==> src/rtl/tcp_pkg.sv <==
// Shared widths, state encoding and pointer helpers for the RX payload pointer logic.
package tcp_pkg;

    localparam int FLOWID_W          = 8;
    localparam int RX_PAYLOAD_PTR_W  = 12;
    localparam int RX_PTR_W          = RX_PAYLOAD_PTR_W + 1;

    typedef enum logic [2:0] {
        IDLE,
        RD_REQ,
        RD_RESP,
        APP_RESP,
        WR_REQ,
        CHK_REQ,
        CHK_RESP
    } rx_app_ptr_state_e;

    typedef struct packed {
        logic [FLOWID_W-1:0] flowid;
        logic [RX_PTR_W-1:0] head;
        logic [RX_PTR_W-1:0] commit;
        logic [RX_PTR_W-1:0] avail;
    } rx_app_query_resp_struct;

    // Forward distance from a to b; the wrap bit makes the truncated difference exact.
    function automatic logic [RX_PTR_W-1:0] rx_ptr_dist(input logic [RX_PTR_W-1:0] a,
                                                       input logic [RX_PTR_W-1:0] b);
        return b - a;
    endfunction

endpackage

==> src/rtl/rx_app_head_ptr_ctrl.sv <==
// App-side RX head/commit pointer controller: serves occupancy queries and head advances.
// Optional build macro RX_HEAD_UPDATE_CHECK_EN rejects head advances beyond the commit pointer.
module rx_app_head_ptr_ctrl
    import tcp_pkg::*;
(
    input  logic                clk,
    input  logic                rst,

    input  logic                app_rx_query_req_val,
    input  logic [FLOWID_W-1:0] app_rx_query_req_flowid,
    output logic                app_rx_query_req_rdy,

    output logic                app_rx_query_resp_val,
    output logic [FLOWID_W-1:0] app_rx_query_resp_flowid,
    output logic [RX_PTR_W-1:0] app_rx_query_resp_head,
    output logic [RX_PTR_W-1:0] app_rx_query_resp_commit,
    output logic [RX_PTR_W-1:0] app_rx_query_resp_avail,
    input  logic                app_rx_query_resp_rdy,

    input  logic                app_rx_update_req_val,
    input  logic [FLOWID_W-1:0] app_rx_update_req_flowid,
    input  logic [RX_PTR_W-1:0] app_rx_update_req_head,
    output logic                app_rx_update_req_rdy,

    output logic                head_ptr_rd_req_val,
    output logic [FLOWID_W-1:0] head_ptr_rd_req_addr,
    input  logic                head_ptr_rd_req_rdy,

    input  logic                head_ptr_rd_resp_val,
    input  logic [RX_PTR_W-1:0] head_ptr_rd_resp_data,
    output logic                head_ptr_rd_resp_rdy,

    output logic                commit_ptr_rd_req_val,
    output logic [FLOWID_W-1:0] commit_ptr_rd_req_addr,
    input  logic                commit_ptr_rd_req_rdy,

    input  logic                commit_ptr_rd_resp_val,
    input  logic [RX_PTR_W-1:0] commit_ptr_rd_resp_data,
    output logic                commit_ptr_rd_resp_rdy,

    output logic                head_ptr_wr_req_val,
    output logic [FLOWID_W-1:0] head_ptr_wr_req_addr,
    output logic [RX_PTR_W-1:0] head_ptr_wr_req_data,
    input  logic                head_ptr_wr_req_rdy,

    output logic                head_update_err
);

    rx_app_ptr_state_e       state;
    logic                    head_done;
    logic                    commit_done;

    logic [FLOWID_W-1:0]     flowid_q;
    logic [RX_PTR_W-1:0]     upd_head_q;
    logic [RX_PTR_W-1:0]     rd_head_q;
    logic [RX_PTR_W-1:0]     rd_commit_q;
    rx_app_query_resp_struct resp;

    logic query_hs;
    logic update_hs;
    logic head_req_hs;
    logic commit_req_hs;
    logic head_resp_hs;
    logic commit_resp_hs;
    logic both_req_done;
    logic both_resp_done;

    // Updates take priority over queries arriving in the same cycle.
    assign app_rx_update_req_rdy = (state == IDLE);
    assign app_rx_query_req_rdy  = (state == IDLE) && !app_rx_update_req_val;

    assign query_hs       = app_rx_query_req_val && app_rx_query_req_rdy;
    assign update_hs      = app_rx_update_req_val && app_rx_update_req_rdy;
    assign head_req_hs    = head_ptr_rd_req_val && head_ptr_rd_req_rdy;
    assign commit_req_hs  = commit_ptr_rd_req_val && commit_ptr_rd_req_rdy;
    assign head_resp_hs   = head_ptr_rd_resp_val && head_ptr_rd_resp_rdy;
    assign commit_resp_hs = commit_ptr_rd_resp_val && commit_ptr_rd_resp_rdy;

    assign both_req_done  = (head_done || head_req_hs) && (commit_done || commit_req_hs);
    assign both_resp_done = (head_done || head_resp_hs) && (commit_done || commit_resp_hs);

`ifdef RX_HEAD_UPDATE_CHECK_EN
    logic                err_q;
    logic [RX_PTR_W-1:0] cur_head;
    logic [RX_PTR_W-1:0] cur_commit;
    logic                update_legal;

    // A pointer may arrive in the same cycle the decision is made, so bypass the latch.
    assign cur_head     = head_done ? rd_head_q : head_ptr_rd_resp_data;
    assign cur_commit   = commit_done ? rd_commit_q : commit_ptr_rd_resp_data;
    assign update_legal = rx_ptr_dist(cur_head, upd_head_q) <= rx_ptr_dist(cur_head, cur_commit);
    assign head_update_err = err_q;
`else
    assign head_update_err = 1'b0;
`endif

    always_ff @(posedge clk) begin
        if (rst) begin
            state                  <= IDLE;
            head_done              <= 1'b0;
            commit_done            <= 1'b0;
            head_ptr_rd_req_val    <= 1'b0;
            commit_ptr_rd_req_val  <= 1'b0;
            head_ptr_rd_resp_rdy   <= 1'b0;
            commit_ptr_rd_resp_rdy <= 1'b0;
            head_ptr_wr_req_val    <= 1'b0;
            app_rx_query_resp_val  <= 1'b0;
`ifdef RX_HEAD_UPDATE_CHECK_EN
            err_q                  <= 1'b0;
`endif
        end else begin
            case (state)
                IDLE: begin
                    if (update_hs) begin
`ifdef RX_HEAD_UPDATE_CHECK_EN
                        state                 <= CHK_REQ;
                        head_ptr_rd_req_val   <= 1'b1;
                        commit_ptr_rd_req_val <= 1'b1;
`else
                        state                 <= WR_REQ;
                        head_ptr_wr_req_val   <= 1'b1;
`endif
                    end else if (query_hs) begin
                        state                 <= RD_REQ;
                        head_ptr_rd_req_val   <= 1'b1;
                        commit_ptr_rd_req_val <= 1'b1;
                    end
                end
                RD_REQ, CHK_REQ: begin
                    if (head_req_hs) begin
                        head_ptr_rd_req_val <= 1'b0;
                        head_done           <= 1'b1;
                    end
                    if (commit_req_hs) begin
                        commit_ptr_rd_req_val <= 1'b0;
                        commit_done           <= 1'b1;
                    end
                    if (both_req_done) begin
                        state                  <= (state == RD_REQ) ? RD_RESP : CHK_RESP;
                        head_done              <= 1'b0;
                        commit_done            <= 1'b0;
                        head_ptr_rd_resp_rdy   <= 1'b1;
                        commit_ptr_rd_resp_rdy <= 1'b1;
                    end
                end
                RD_RESP, CHK_RESP: begin
                    if (head_resp_hs) begin
                        head_ptr_rd_resp_rdy <= 1'b0;
                        head_done            <= 1'b1;
                    end
                    if (commit_resp_hs) begin
                        commit_ptr_rd_resp_rdy <= 1'b0;
                        commit_done            <= 1'b1;
                    end
                    if (both_resp_done) begin
                        head_done              <= 1'b0;
                        commit_done            <= 1'b0;
                        head_ptr_rd_resp_rdy   <= 1'b0;
                        commit_ptr_rd_resp_rdy <= 1'b0;
                        if (state == RD_RESP) begin
                            state                 <= APP_RESP;
                            app_rx_query_resp_val <= 1'b1;
                        end else begin
`ifdef RX_HEAD_UPDATE_CHECK_EN
                            if (update_legal) begin
                                state               <= WR_REQ;
                                head_ptr_wr_req_val <= 1'b1;
                            end else begin
                                state <= IDLE;
                                err_q <= 1'b1;
                            end
`else
                            state <= IDLE;
`endif
                        end
                    end
                end
                APP_RESP: begin
                    if (app_rx_query_resp_rdy) begin
                        app_rx_query_resp_val <= 1'b0;
                        state                 <= IDLE;
                    end
                end
                WR_REQ: begin
                    if (head_ptr_wr_req_rdy) begin
                        head_ptr_wr_req_val <= 1'b0;
                        state               <= IDLE;
                    end
                end
                default: state <= IDLE;
            endcase
        end
    end

    // Datapath latches, kept apart from the control sequencing.
    always_ff @(posedge clk) begin
        if (rst) begin
            flowid_q    <= '0;
            upd_head_q  <= '0;
            rd_head_q   <= '0;
            rd_commit_q <= '0;
        end else begin
            if (update_hs) begin
                flowid_q   <= app_rx_update_req_flowid;
                upd_head_q <= app_rx_update_req_head;
            end else if (query_hs) begin
                flowid_q <= app_rx_query_req_flowid;
            end
            if (head_resp_hs) begin
                rd_head_q <= head_ptr_rd_resp_data;
            end
            if (commit_resp_hs) begin
                rd_commit_q <= commit_ptr_rd_resp_data;
            end
        end
    end

    assign resp.flowid = flowid_q;
    assign resp.head   = rd_head_q;
    assign resp.commit = rd_commit_q;
    assign resp.avail  = rx_ptr_dist(rd_head_q, rd_commit_q);

    assign app_rx_query_resp_flowid = resp.flowid;
    assign app_rx_query_resp_head   = resp.head;
    assign app_rx_query_resp_commit = resp.commit;
    assign app_rx_query_resp_avail  = resp.avail;

    assign head_ptr_rd_req_addr   = flowid_q;
    assign commit_ptr_rd_req_addr = flowid_q;
    assign head_ptr_wr_req_addr   = flowid_q;
    assign head_ptr_wr_req_data   = upd_head_q;

endmodule
==> config.mk <==
export PLATFORM = sky130hd
export DESIGN_NAME = rx_app_head_ptr_ctrl
export DESIGN_NICKNAME = d
export VERILOG_FILES = /design/src/rtl/tcp_pkg.sv /design/src/rtl/rx_app_head_ptr_ctrl.sv
export SDC_FILE = /design/constraint.sdc
export NUM_CORES = 1
export LEC_CHECK = 0
export BUFFER_PORTS_ARGS = -buffer_cell sky130_fd_sc_hd__buf_4
export CAP_MARGIN = 40
export CORE_MARGIN = 1.5
export CORE_UTILIZATION = 45
export CTS_CLUSTER_DIAMETER = 30
export DETAILED_ROUTE_END_ITERATION = 7
export GPL_TIMING_DRIVEN = 0
export PLACE_DENSITY = 0.76
export RECOVER_POWER = 50
export SYNTH_ARGS = -nofsm -noshare
export SYNTH_HDL_FRONTEND = slang
export SYNTH_SLANG_ARGS = --single-unit
==> constraint.sdc <==
create_clock -name clk -period 3.7 [get_ports clk]
set_input_delay 0.37 -clock clk [delete_from_list [all_inputs] [get_ports clk]]
set_output_delay 0.37 -clock clk [all_outputs]
set_load 0.05 [all_outputs]
# [After elaboration in Yosys (flattened, before gate mapping)]
# Cells that the tools add are included.
[classes] addsub=1 n_eq_ne=21 mux=41 n_reduce_logical=31
[op_table] op="2-to-1 mux 1 bit" n=22
[op_table] op="2-to-1 mux 3 bit" n=7
[op_table] op="2-to-1 mux 8 bit" n=2
[op_table] op="inequality test 2 bit, second input constant" n=8
[op_table] op="one-hot mux 1 bit (2 select lines)" n=8
[op_table] op="one-hot mux 3 bit (5 select lines)" n=1
[op_table] op="AND reduction 3 bit" n=5
[op_table] op="subtractor 13 bit" n=1
[op_table] op="inequality test 3 bit, second input constant" n=4
[op_table] op="AND reduction 4 bit" n=3
[op_table] op="nonzero test 2 bit" n=5
[op_table] op="== test 3 bit, second input constant" n=3
[op_table] op="logical AND 1 bit" n=9
[op_table] op="== test 3 x 2 -> 1 bit, second input constant" n=2
[op_table] op="AND reduction 5 bit" n=1
[op_table] op="logical OR 1 bit" n=4
[op_table] op="inequality test 2 x 1 -> 1 bit, second input constant" n=2
[op_table] op="OR reduction 2 bit" n=2
[op_table] op="== test 3 x 1 -> 1 bit, second input constant" n=1
[op_table] op="zero test 3 bit" n=1
[op_table] op="inequality test 3 x 1 -> 1 bit, second input constant" n=1
[op_table] op="2-to-1 mux 2 bit" n=1
[op_table] op="zero test 1 bit" n=1
[word_totals] register_bits=58 input_bits=65 output_inout_bits=93

# [Longest topological paths before layout]
# Gate-level depths: netlist of run 1.
[depth] ltp_word=6 ltp_mapped=9

# [Worst setup path after synthesis of run 1]
# OpenSTA, ideal clock, no wires.
[synth_path] path_kind="flip-flop to output port" from="register rd_head_q[0], in the netlist app_rx_query_resp_head[0]" to="output port app_rx_query_resp_avail[10]" arrival_time_ps=2848 path_slack_ps=482 path_stages_with_launch=9 path_cell_list="dfxtp_1 ha_1 inv_1 fa_1 a21o_1 a31o_2 a21boi_2 o21ai_0 xnor2_1"
[synth_between] elab_chain_len=1
[synth_lines] item="start: declaration" line="rx_app_head_ptr_ctrl.sv:55" source="logic [RX_PTR_W-1:0] rd_head_q;"
[synth_lines] item="start signal: assignment" line="rx_app_head_ptr_ctrl.sv:210" source="rd_head_q <= head_ptr_rd_resp_data;"
[synth_lines] item="subtractor 13 bit" line="tcp_pkg.sv:28" source="return b - a;"
[synth_lines] item="end: declaration" line="rx_app_head_ptr_ctrl.sv:17" source="output logic [RX_PTR_W-1:0] app_rx_query_resp_avail,"
# No other way between the ends.

# [Worst setup path in the final report of run 1]
[layout_path] from="register rd_commit_q[0], in the netlist app_rx_query_resp_commit[0]" to="output port app_rx_query_resp_avail[10]"
[layout_between] elab_chain_len=1
[layout_lines] item="start: declaration" line="rx_app_head_ptr_ctrl.sv:56" source="logic [RX_PTR_W-1:0] rd_commit_q;"
[layout_lines] item="start signal: assignment" line="rx_app_head_ptr_ctrl.sv:213" source="rd_commit_q <= commit_ptr_rd_resp_data;"
[layout_lines] item="subtractor 13 bit" line="tcp_pkg.sv:28"
# No other way between the ends.

==> results of run 1 <==
## flip-flops by register name, indices dropped and copies added, names as in the netlist
register                  count
head_ptr_rd_resp_rdy          1
commit_done                   1
state                         3
head_ptr_rd_req_val           1
app_rx_query_resp_commit     13
head_ptr_wr_req_data         13
head_ptr_wr_req_val           1
app_rx_query_resp_val         1
head_done                     1
app_rx_query_resp_flowid      8
commit_ptr_rd_resp_rdy        1
app_rx_query_resp_head       13
commit_ptr_rd_req_val         1
## per-layer routing
metal	global-route usage	routed length (um)	vias to the layer above
met5	0	0	-
met3	0.0660	554	20
met1	0.275	3900	1573
li1	-	-	1726
met4	0.101	182	0
met2	0.430	4570	101
## kinds of logic after synthesis
logic type               count (synthesis)
buffers and inverters                   64
adder cells (fa/ha/maj)                 18
AO/OA/AOI/OAI                          109
XOR/XNOR                                10
AND/OR/NAND/NOR                        159
multiplexers                             2
flip-flops                              58
other                                    1
## power by group through the flow
stage                     Combinational, W  Sequential (W)  Clock, W
after floorplan                    0.00181         0.00123         0
after global placement             0.00291        0.000881         0
after detailed placement           0.00294        0.000889         0
after CTS                          0.00295        0.000876  0.000584
after global routing               0.00300        0.000895  0.000609
final                              0.00283        0.000875  0.000572
## Yosys cell counts, drive strengths merged (4+ instances only)
library cell / instances
nand2: 109
a21oi: 61
dfxtp: 58
buf: 32
nor2: 28
inv: 21
ha: 17
clkbuf: 11
o21ai: 9
a311oi: 8
xnor2: 7
and2: 4
nand3: 4
o21a: 4
o21bai: 4
## stage by stage
step	hold slack, ps	total power, W	setup WS, ps
after global placement	442	0.00379	1200
after detailed placement	447	0.00383	1180
after CTS	262	0.00441	783
final	277	0.00428	818
after global routing	270	0.00450	653
after floorplan	480	0.00304	482
## cell type report
class,instances,area share
inverters,21,0.0176
well taps,96,0.0268
flip-flops and latches,58,0.259
plain buffers,43,0.0592
repair buffers,156,0.211
clock inverters,3,0.00893
multi-input cells,299,0.385
clock buffers,12,0.0324
## worst max-delay path: stages, from the launching register on
cell and delay (ps):
dfxtp_1 330, inv_1 60, ha_1 150, inv_1 60
fa_1 400, a21o_1 230, a31o_2 270, a21boi_2 170
o21ai_0 120, xnor2_1 180, buf_4 230
## path summary, 6_finish.rpt
path,start,depth (start not counted),end
min reg2reg,head_ptr_wr_req_data[2],2,head_ptr_wr_req_data[2]
max reg2reg,state[0],7,state[1]
min,app_rx_update_req_head[8],3,head_ptr_wr_req_data[8]
max,app_rx_query_resp_commit[0],10,app_rx_query_resp_avail[10]
==> parameters.txt, run 1 <==
Parameter                              Value

Status
  Run status    finished, final reports clean

Final layout
  Synthesis-to-layout area growth    38.7%
  Multi-input combinational cell area    1730 um^2
  Final-layout fill cell count    654
  Share of post-route cells with drive strength above 1    0.257
  Final design area excluding fillers    4480 um^2
  Most used cells in the layout excluding fill and tap cells    buf_4, nand2_1, clkbuf_1, a21oi_1, dfxtp_1
  Final non-filler cell total    688
  Nets    671
  Number of antenna cells inserted    0
  Sequential cell area    1160 um^2
  Most common library cell in the layout ignoring fill and taps    buf_4
  Fin util    0.652

Timing
  Maximum frequency from static timing analysis    347 MHz
  Slew at the pin closest to its max-slew limit    657 ps
  Final Max Tran Viols    0
  Unrepaired setup endpoints after global routing    false
  Final-layout setup total negative slack    0 ps
  Hold Vio Cnt, Final    0
  Setup violation total in the final timing report    0
  Relative max-transition margin    0.564
  Layout Skew    5.72 ps
  Final min period    2880 ps
  Post-route fraction of the period consumed by the critical path    0.779

Yosys
  Leading cell types by total area after synthesis    dfxtp_1, nand2_1, a21oi_1, ha_1, buf_4
  Multiplexer area fraction after synthesis    0.00658
  Number of flops mapped to enable cells by yosys    0
  Share of the synthesized area in the top cell type    0.359
  Number of cells produced by synthesis    421
  Primary FF master, synth    dfxtp_1
  Simple-gate area share of the yosys netlist    0.211
  Largest area contributor in the synthesized netlist    dfxtp_1
  Arithmetic-cell share of the synthesized area counting full adders, half adders and majority gates    0.0720
  Avg Inst Size Synth    7.67 um^2
  Sequential element share of the synthesized area    0.359
  Flops & latches, synth    58
  Number of library cell types mapped by synthesis    55
  Synthesis Warnings    0
  XOR/XNOR share of the synthesized area    0.0271
  Fraction of registers with async set/reset    0
  Cell Area, Synth    3230 um^2
  Dominant combinational cell family by area after synthesis    compound AO/OA/AOI/OAI gates
  Synthesized net count    504
  Area fraction in compound gates after synthesis    0.216

Floorplan
  Starting utilization of the core area    0.470
  Die Area    7700 um^2
  Area of the core    6870 um^2
  Horizontal extent of the die    87.7 um
  Count of pins on the block boundary    158
  Die Height    87.7 um
  Number of standard-cell rows in the floorplan    30

Worst setup path
  Endpoint class of the critical path    output pin
  CP arrival    2510 ps
  Category of the most critical setup path    flop to output pin
  R2r setup slk    1750 ps
  Critical Path Start Type    flop
  Data required time at the worst endpoint    3330 ps
  Highest fanout seen on the critical path    3

Placement
  GP Congestion    0.842
  Post-Place Cell Area    4520 um^2
  DP HPWL    7170 um
  Number of placed instances, taps included    673
  Buffers added on ports    156

Route
  Drt drc    0
  Wirelength per Cell    13.4 um
  Number of iterations in the first detailed-routing pass    4
  Number of nets with antenna violations after routing    0
  Number of violations reported at the end of detailed-routing iteration 0    100
  Via count of the routed design    3420
  Detailed-route wire length    9210 um
  Post-detailed-route via-to-cell ratio    4.97

Global route
  Remaining global-route overflow    0
  GRT Util Overall    0.243
  Global-route wire length before repair    14600 um
  Maximum number of pins on one net before global-route repair    11
  Initial antenna violation count    0
  Vias in the first global route    3272

Clocking
  Sinks on the clock net    58
  Worst-case clock buffer depth    2
  Clock tree from TritonCTS    done
  Clk slew on worst S/H paths    60 ps
  CTS root buffer    clkbuf_8
  Post-CTS Setup Repair Bufs    0
  Clock latency of the later-clocked register in the worst-skew pair    340 ps
  Number of CTS-inserted buffers    9
  H-tree depth reported by CTS    3
  Hold buffers post-CTS    0
  Number of gates given a new drive strength after cts    0

Pwr
  Power spent charging and discharging nets    0.00233 W
  Max IR drop VDD    583 uV
  Fraction of power spent switching nets    0.545
  LEAKAGE    1.94 nW
  Sequential share of power    0.205
  Cell Pwr Density    954 nW/um^2
  Part of the power in combinational logic    0.662
  Total internal power    0.00195 W
  Clock share of power    0.134

Job
  Max cap viols    0

Hold path
  Worst min-delay path category    input port to flop
Power figures use the tool's default switching activity.
==> run 2: changes to the inputs <==
ABC_AREA = 1   (was unset)
CORE_UTILIZATION = 42   (was 45)
PLACE_DENSITY = 0.75   (was 0.76)
clock period = 2.5 ns   (was 3.7 ns; I/O delays follow)
==> run 2 against run 1 <==
Critical path depth is the same. Utilization shrank 3.5 points. Routed wire length grew 5.6%. Cell area grew 1.1%. Area after synthesis shrank 0.12%. Sequential share of layout area shrank 0.27 points. Clock skew grew 2.4 ps.
==> parameters.txt, run 2 <==
Parameter                              Value

Worst setup path
  Worst Reg2Reg Path Length in Cells    9 (+2)
  R2r setup slk    900 ps (-850 ps)
  Crit path from    app_rx_query_resp_head[0]
  Endpoint class of the critical path    output pin
  Highest-delay cell along the critical path    fa_2
  Critical Path Start Type    flop
  Most repeated library cell on the critical path    nand3_1
  Category of the most critical setup path    flop to output pin
  Delay contributed by the slowest stage of the critical path    380 ps (-20 ps)
  Critical path buffers and inverters    2 (-1)
  End of the worst register-to-register path    app_rx_query_resp_flowid[5]
  Worst path cell trace    ha_2 > inv_1 > fa_2 > nand3_1 > nand2_2 > nand3_1 > nand3_1 > nand2_1 > nand2_1 > buf_4
  Highest fanout seen on the critical path    4 (+1)
  Worst reg2reg startpoint    state[0]
  Crit path capture    app_rx_query_resp_avail[12]
  Data required time at the worst endpoint    2250 ps (-1080 ps)
  Instance count on the critical path    10 (unchanged)
  Dominant delay contributor by cell family on the critical path    adder cells
  CP arrival    2130 ps (-380 ps)

Timing
  Final-layout setup total negative slack    0 ps (unchanged)
  Slew at the pin closest to its max-slew limit    643 ps (-14.6 ps)
  Unrepaired setup endpoints after global routing    false
  Relative max-transition margin    0.573 (+0.00967)
  Post-route fraction of the period consumed by the critical path    0.952
  Setup violation total in the final timing report    0 (unchanged)
  Hold Vio Cnt, Final    0 (unchanged)
  Maximum frequency from static timing analysis    420 MHz
  Final Max Tran Viols    0 (unchanged)
  Layout Skew    8.16 ps (+2.44 ps)
  Final min period    2380 ps

Floorplan
  Area of the core    7330 um^2 (+6.7%)
  Horizontal extent of the die    90.7 um (+3.3%)
  Starting utilization of the core area    0.440 (-0.0301)
  Die Area    8220 um^2 (+6.8%)
  Number of standard-cell rows in the floorplan    31 (+3.3%)
  Count of pins on the block boundary    158 (unchanged)
  Die Height    90.7 um (+3.3%)

Global route
  GRT Util Overall    0.238 (-0.00501)
  Global-route wire length before repair    15800 um (+8.1%)
  Vias in the first global route    3412 (+4.3%)
  Maximum number of pins on one net before global-route repair    12 (+1)
  Remaining global-route overflow    0 (unchanged)
  Initial antenna violation count    0 (unchanged)

Yosys
  Sequential element share of the synthesized area    0.360 (+0.000418)
  Primary FF master, synth    dfxtp_1
  Cell Area, Synth    3230 um^2 (-0.12%)
  Synthesized net count    546 (+8.3%)
  Share of the synthesized area in the top cell type    0.360 (+0.000418)
  Synth cell count leaders    nand2_1, nor2_1, dfxtp_1
  Most repeated cell in the gate-level netlist after synthesis    nand2_1
  Number of cells produced by synthesis    463 (+10%)
  Synthesis Warnings    0 (unchanged)
  Number of flops mapped to enable cells by yosys    0 (unchanged)
  Avg Inst Size Synth    6.97 um^2 (-9.2%)
  Flops & latches, synth    58 (unchanged)
  Largest area contributor in the synthesized netlist    dfxtp_1
  Number of library cell types mapped by synthesis    27 (-51%)
  Fraction of registers with async set/reset    0 (unchanged)
  Leading cell types by total area after synthesis    dfxtp_1, nand2_1, o21ai_0, nor2_1, a21oi_1

Clocking
  Hold buffers post-CTS    0 (unchanged)
  CTS root buffer    clkbuf_8
  Clock latency of the later-clocked register in the worst-skew pair    340 ps (about the same)
  Sinks on the clock net    58 (unchanged)
  Clk slew on worst S/H paths    70 ps (about the same)
  Clock tree from TritonCTS    done
  Number of CTS-inserted buffers    9 (unchanged)
  Worst-case clock buffer depth    2 (unchanged)
  H-tree depth reported by CTS    3 (unchanged)

Final layout
  Synthesis-to-layout area growth    40.4%
  Number of antenna cells inserted    0 (unchanged)
  Most used cells in the layout excluding fill and tap cells    buf_4, nand2_1, clkbuf_1, nor2_1, dfxtp_1
  Fin util    0.618 (-0.0346)
  Final design area excluding fillers    4530 um^2 (+1.1%)
  Final-layout fill cell count    747 (+14%)
  Nets    712 (+6.1%)
  Share of post-route cells with drive strength above 1    0.251 (-0.00597)
  Most common library cell in the layout ignoring fill and taps    buf_4

Route
  Post-detailed-route via-to-cell ratio    4.89 (-1.5%)
  Number of violations reported at the end of detailed-routing iteration 0    168 (+68%)
  Detailed-route wire length    9730 um (+5.6%)
  Number of iterations in the first detailed-routing pass    4 (unchanged)
  Via count of the routed design    3588 (+4.9%)
  Wirelength per Cell    13.3 um (-0.84%)
  Drt drc    0 (unchanged)
  Number of nets with antenna violations after routing    0 (unchanged)

Status
  Run status    finished, final reports clean

Hold path
  Worst min-delay path category    input port to flop

Placement
  Post-Place Cell Area    4540 um^2 (+0.50%)
  GP Congestion    0.900 (+7.0%)
  Buffers added on ports    155 (-0.64%)
  DP HPWL    7630 um (+6.5%)

Job
  Max cap viols    0 (unchanged)
==> run 2: kinds of logic (layout without fill, tap and decap cells) <==
| group | Yosys count | count (layout) | synth area share |
|---|---|---|---|
| fa+ha+maj | 18 | 18 | 0.0721 |
| other cells | 1 | 1 | 0.00116 |
| buf+inv | 84 | 255 | 0.133 |
| xor+xnor | 8 | 8 | 0.0217 |
| simple gates | 192 | 192 | 0.246 |
| compound gates | 102 | 102 | 0.166 |
| flops | 58 | 58 | 0.360 |
==> run 2: worst register-to-register path: cells and delay by family, from the launching register on <==
kind                     cells  cell delay, ps
AO/OA/AOI/OAI                3             350
adder cells (fa/ha/maj)      1             230
buffers and inverters        4             510
flip-flops                   1             350
AND/OR/NAND/NOR              1             100
==> run 2: area by class of cell <==
| type | instances | area [um^2] | share of cell area |
|---|---|---|---|
| Clock buffer | 10 | 138 | 0.0304 |
| Tap cell | 99 | 124 | 0.0273 |
| Clock inverter | 6 | 66.3 | 0.0146 |
| Timing Repair Buffer | 155 | 935 | 0.206 |
| Buffer | 43 | 274 | 0.0605 |
| Sequential cell | 58 | 1160 | 0.256 |
| Inverter | 41 | 154 | 0.0340 |
| Multi-Input combinational cell | 321 | 1680 | 0.370 |
==> run 2: worst min-delay path by stage <==
stage                                        to                  startpoint  cells past startpoint
floorplan           app_rx_query_resp_flowid[0]  app_rx_query_req_flowid[0]                      2
global placement        head_ptr_wr_req_data[9]     head_ptr_wr_req_data[9]                      2
detailed placement     head_ptr_wr_req_data[12]    head_ptr_wr_req_data[12]                      2
CTS                 app_rx_query_resp_commit[8]  commit_ptr_rd_resp_data[8]                      3
global route        app_rx_query_resp_commit[3]  commit_ptr_rd_resp_data[3]                      3
finish              app_rx_query_resp_commit[8]  commit_ptr_rd_resp_data[8]                      3
==> run 2: stage by stage <==
step	setup slack [ps]	cells	hold WS, ps
after global routing	14.2	733	162
after global placement	289	717	448
after detailed placement	272	717	453
final	119	733	160
after floorplan	-53.9	463	409
after CTS	34.9	733	156
==> run 2: layer usage <==
layer  GRT usage  vias up  part of all wire
met4      0.0899        0             0.021
met2       0.409      110              0.50
met5           0        -                 0
li1            -     1826                 -
met3      0.0657       19             0.062
met1       0.281     1633              0.42
==> run 2: what timing repair did <==
item / CTS / global route
endpoints found under the setup margin: 2 / 2
buffers inserted: 0 / 0
gates cloned: 0 / 0
resized for setup: 3 / 3
pin swaps: 0 / 0
Power of run 2 is not shown: default switching activity piles up to over one toggle a cycle in this logic, so the estimate is an artifact.
==> run 3: changes to the inputs <==
CORE_ASPECT_RATIO = 1.75   (was unset)
==> run 3 against run 2 <==
Worst setup slack got worse by 54 ps. Final cell count is 1.5% lower. Register-to-register slack worse by 30 ps. Critical path depth fell by 2. Non-clock buffer count stayed put. Utilization shrank 0.080 points. Routed wire length increased by 11%. Sequential cell count unchanged. First-iteration DRC count up 61%. Global-route usage is 1.9 points higher. Largest cell class unchanged.
==> parameters.txt, run 3 (same netlist as run 2, synthesis figures left out) <==
Parameter                              Value

Final layout
  Final non-filler cell total    722 (-1.5%)
  Share of post-route cells with drive strength above 1    0.241 (-0.00946)
  Number of antenna cells inserted    0 (unchanged)
  Final-layout fill cell count    758 (+1.5%)
  Most used cells in the layout excluding fill and tap cells    buf_4, nand2_1, clkbuf_1, nor2_1, dfxtp_1
  Synthesis-to-layout area growth    43.7%
  Nets    712 (unchanged)
  Most common library cell in the layout ignoring fill and taps    buf_4

Worst setup path
  Highest fanout seen on the critical path    4 (unchanged)
  CP arrival    2190 ps (+60 ps)
  R2r setup slk    870 ps (-30 ps)
  Critical Path Start Type    flop
  Endpoint class of the critical path    output pin
  Category of the most critical setup path    flop to output pin
  Data required time at the worst endpoint    2250 ps (about the same)

Hold path
  Worst min-delay path category    input port to flop

Timing
  Relative max-transition margin    0.567 (-0.00682)
  Hold Vio Cnt, Final    0 (unchanged)
  Post-route fraction of the period consumed by the critical path    0.974 (+0.0216)
  Slew at the pin closest to its max-slew limit    653 ps (+10.3 ps)
  Setup violation total in the final timing report    0 (unchanged)
  Final Max Tran Viols    0 (unchanged)
  Final min period    2440 ps (+54.0 ps)
  Worst-case setup margin in the final layout    64.7 ps (-54.0 ps)
  Unrepaired setup endpoints after global routing    false
  Layout Skew    7.20 ps (-0.960 ps)
  Maximum frequency from static timing analysis    411 MHz (-2.2%)

Route
  Post-detailed-route via-to-cell ratio    5.13 (+4.7%)
  Number of nets with antenna violations after routing    0 (unchanged)
  Number of violations reported at the end of detailed-routing iteration 0    271 (+61%)
  Number of iterations in the first detailed-routing pass    4 (unchanged)
  Wirelength per Cell    14.9 um (+12%)
  Drt drc    0 (unchanged)
  Via count of the routed design    3702 (+3.2%)
  Detailed-route wire length    10800 um (+11%)

Floorplan
  Count of pins on the block boundary    158 (unchanged)
  Die Area    8240 um^2 (+0.26%)
  Number of standard-cell rows in the floorplan    42 (+35%)
  Die Height    119 um (+31%)
  Horizontal extent of the die    69.3 um (-24%)
  Area of the core    7510 um^2 (+2.5%)
  Starting utilization of the core area    0.429 (-0.0108)

Global route
  Vias in the first global route    3682 (+7.9%)
  GRT Util Overall    0.257 (+0.0188)
  Global-route wire length before repair    16900 um (+7.1%)
  Maximum number of pins on one net before global-route repair    12 (unchanged)
  Remaining global-route overflow    0 (unchanged)
  Initial antenna violation count    0 (unchanged)

Clocking
  Number of CTS-inserted buffers    9 (unchanged)
  Clock tree from TritonCTS    done
  Sinks on the clock net    58 (unchanged)
  CTS root buffer    clkbuf_16
  Clock latency of the later-clocked register in the worst-skew pair    340 ps (about the same)
  H-tree depth reported by CTS    3 (unchanged)
  Worst-case clock buffer depth    2 (unchanged)
  Clk slew on worst S/H paths    60 ps (about the same)

Placement
  Buffers added on ports    155 (unchanged)
  Number of placed instances, taps included    706 (-1.5%)
  Worst Setup Slack post-DPL    241 ps (-30.4 ps)
  GP Congestion    0.960 (+6.6%)
  DP HPWL    8420 um (+10%)

Status
  Run status    finished, final reports clean

Job
  Max cap viols    0 (unchanged)
## run 3: area by class of cell
type / count / area, um^2 / share of cell area
buffer: 43 / 273 / 0.0588
clock buffer: 9 / 225 / 0.0486
clock inverter: 7 / 118 / 0.0254
inverter: 41 / 154 / 0.0332
multi-input combinational: 321 / 1680 / 0.362
sequential: 58 / 1160 / 0.250
tap: 88 / 110 / 0.0237
timing repair buffer: 155 / 916 / 0.198
## run 3: worst paths after layout
| path | start | end | cells after the start |
|---|---|---|---|
| setup / recovery | app_rx_query_resp_head[0] | app_rx_query_resp_avail[8] | 8 |
| hold reg to reg | head_ptr_wr_req_data[0] | head_ptr_wr_req_data[0] | 2 |
| setup reg to reg | state[0] | app_rx_query_resp_flowid[6] | 9 |
| hold / removal | commit_ptr_rd_resp_data[6] | app_rx_query_resp_commit[6] | 3 |
## run 3: layer usage
layer	GRT usage	vias to the layer above	share of wire
met4	0.104	0	0.034
met5	0	-	0
met2	0.506	146	0.56
li1	-	1826	-
met1	0.250	1696	0.35
met3	0.0567	34	0.061
## run 3: timing repair
| item | in CTS | in global routing |
|---|---|---|
| hold buffers | 0 | 0 |
| setup buffers | 0 | 0 |
| pin swaps | 0 | 0 |
| resized for setup | 3 | 2 |
| setup endpoints to repair | 1 | 2 |
## run 3: worst max-delay path: stages (launching register included)
cell and delay (ps):
dfxtp_1 380, ha_1 220, inv_1 100, fa_2 390, nand3_1 130, nand2_2 110
a21oi_2 200, xnor2_2 140, buf_6 180
## run 3: through the flow
step | setup TNS [ps] | hold slack (ps) | area (um^2) | utilization
after floorplan | -53.9 | 409 | 3260 | -
after global placement | 0 | 449 | 4530 | 0.603
after detailed placement | 0 | 454 | 4530 | 0.603
after CTS | 0 | 168 | 4880 | 0.650
after global routing | 0 | 195 | 4640 | 0.617
final | 0 | 170 | 4640 | 0.617
Power of run 3 is left out for the same reason.
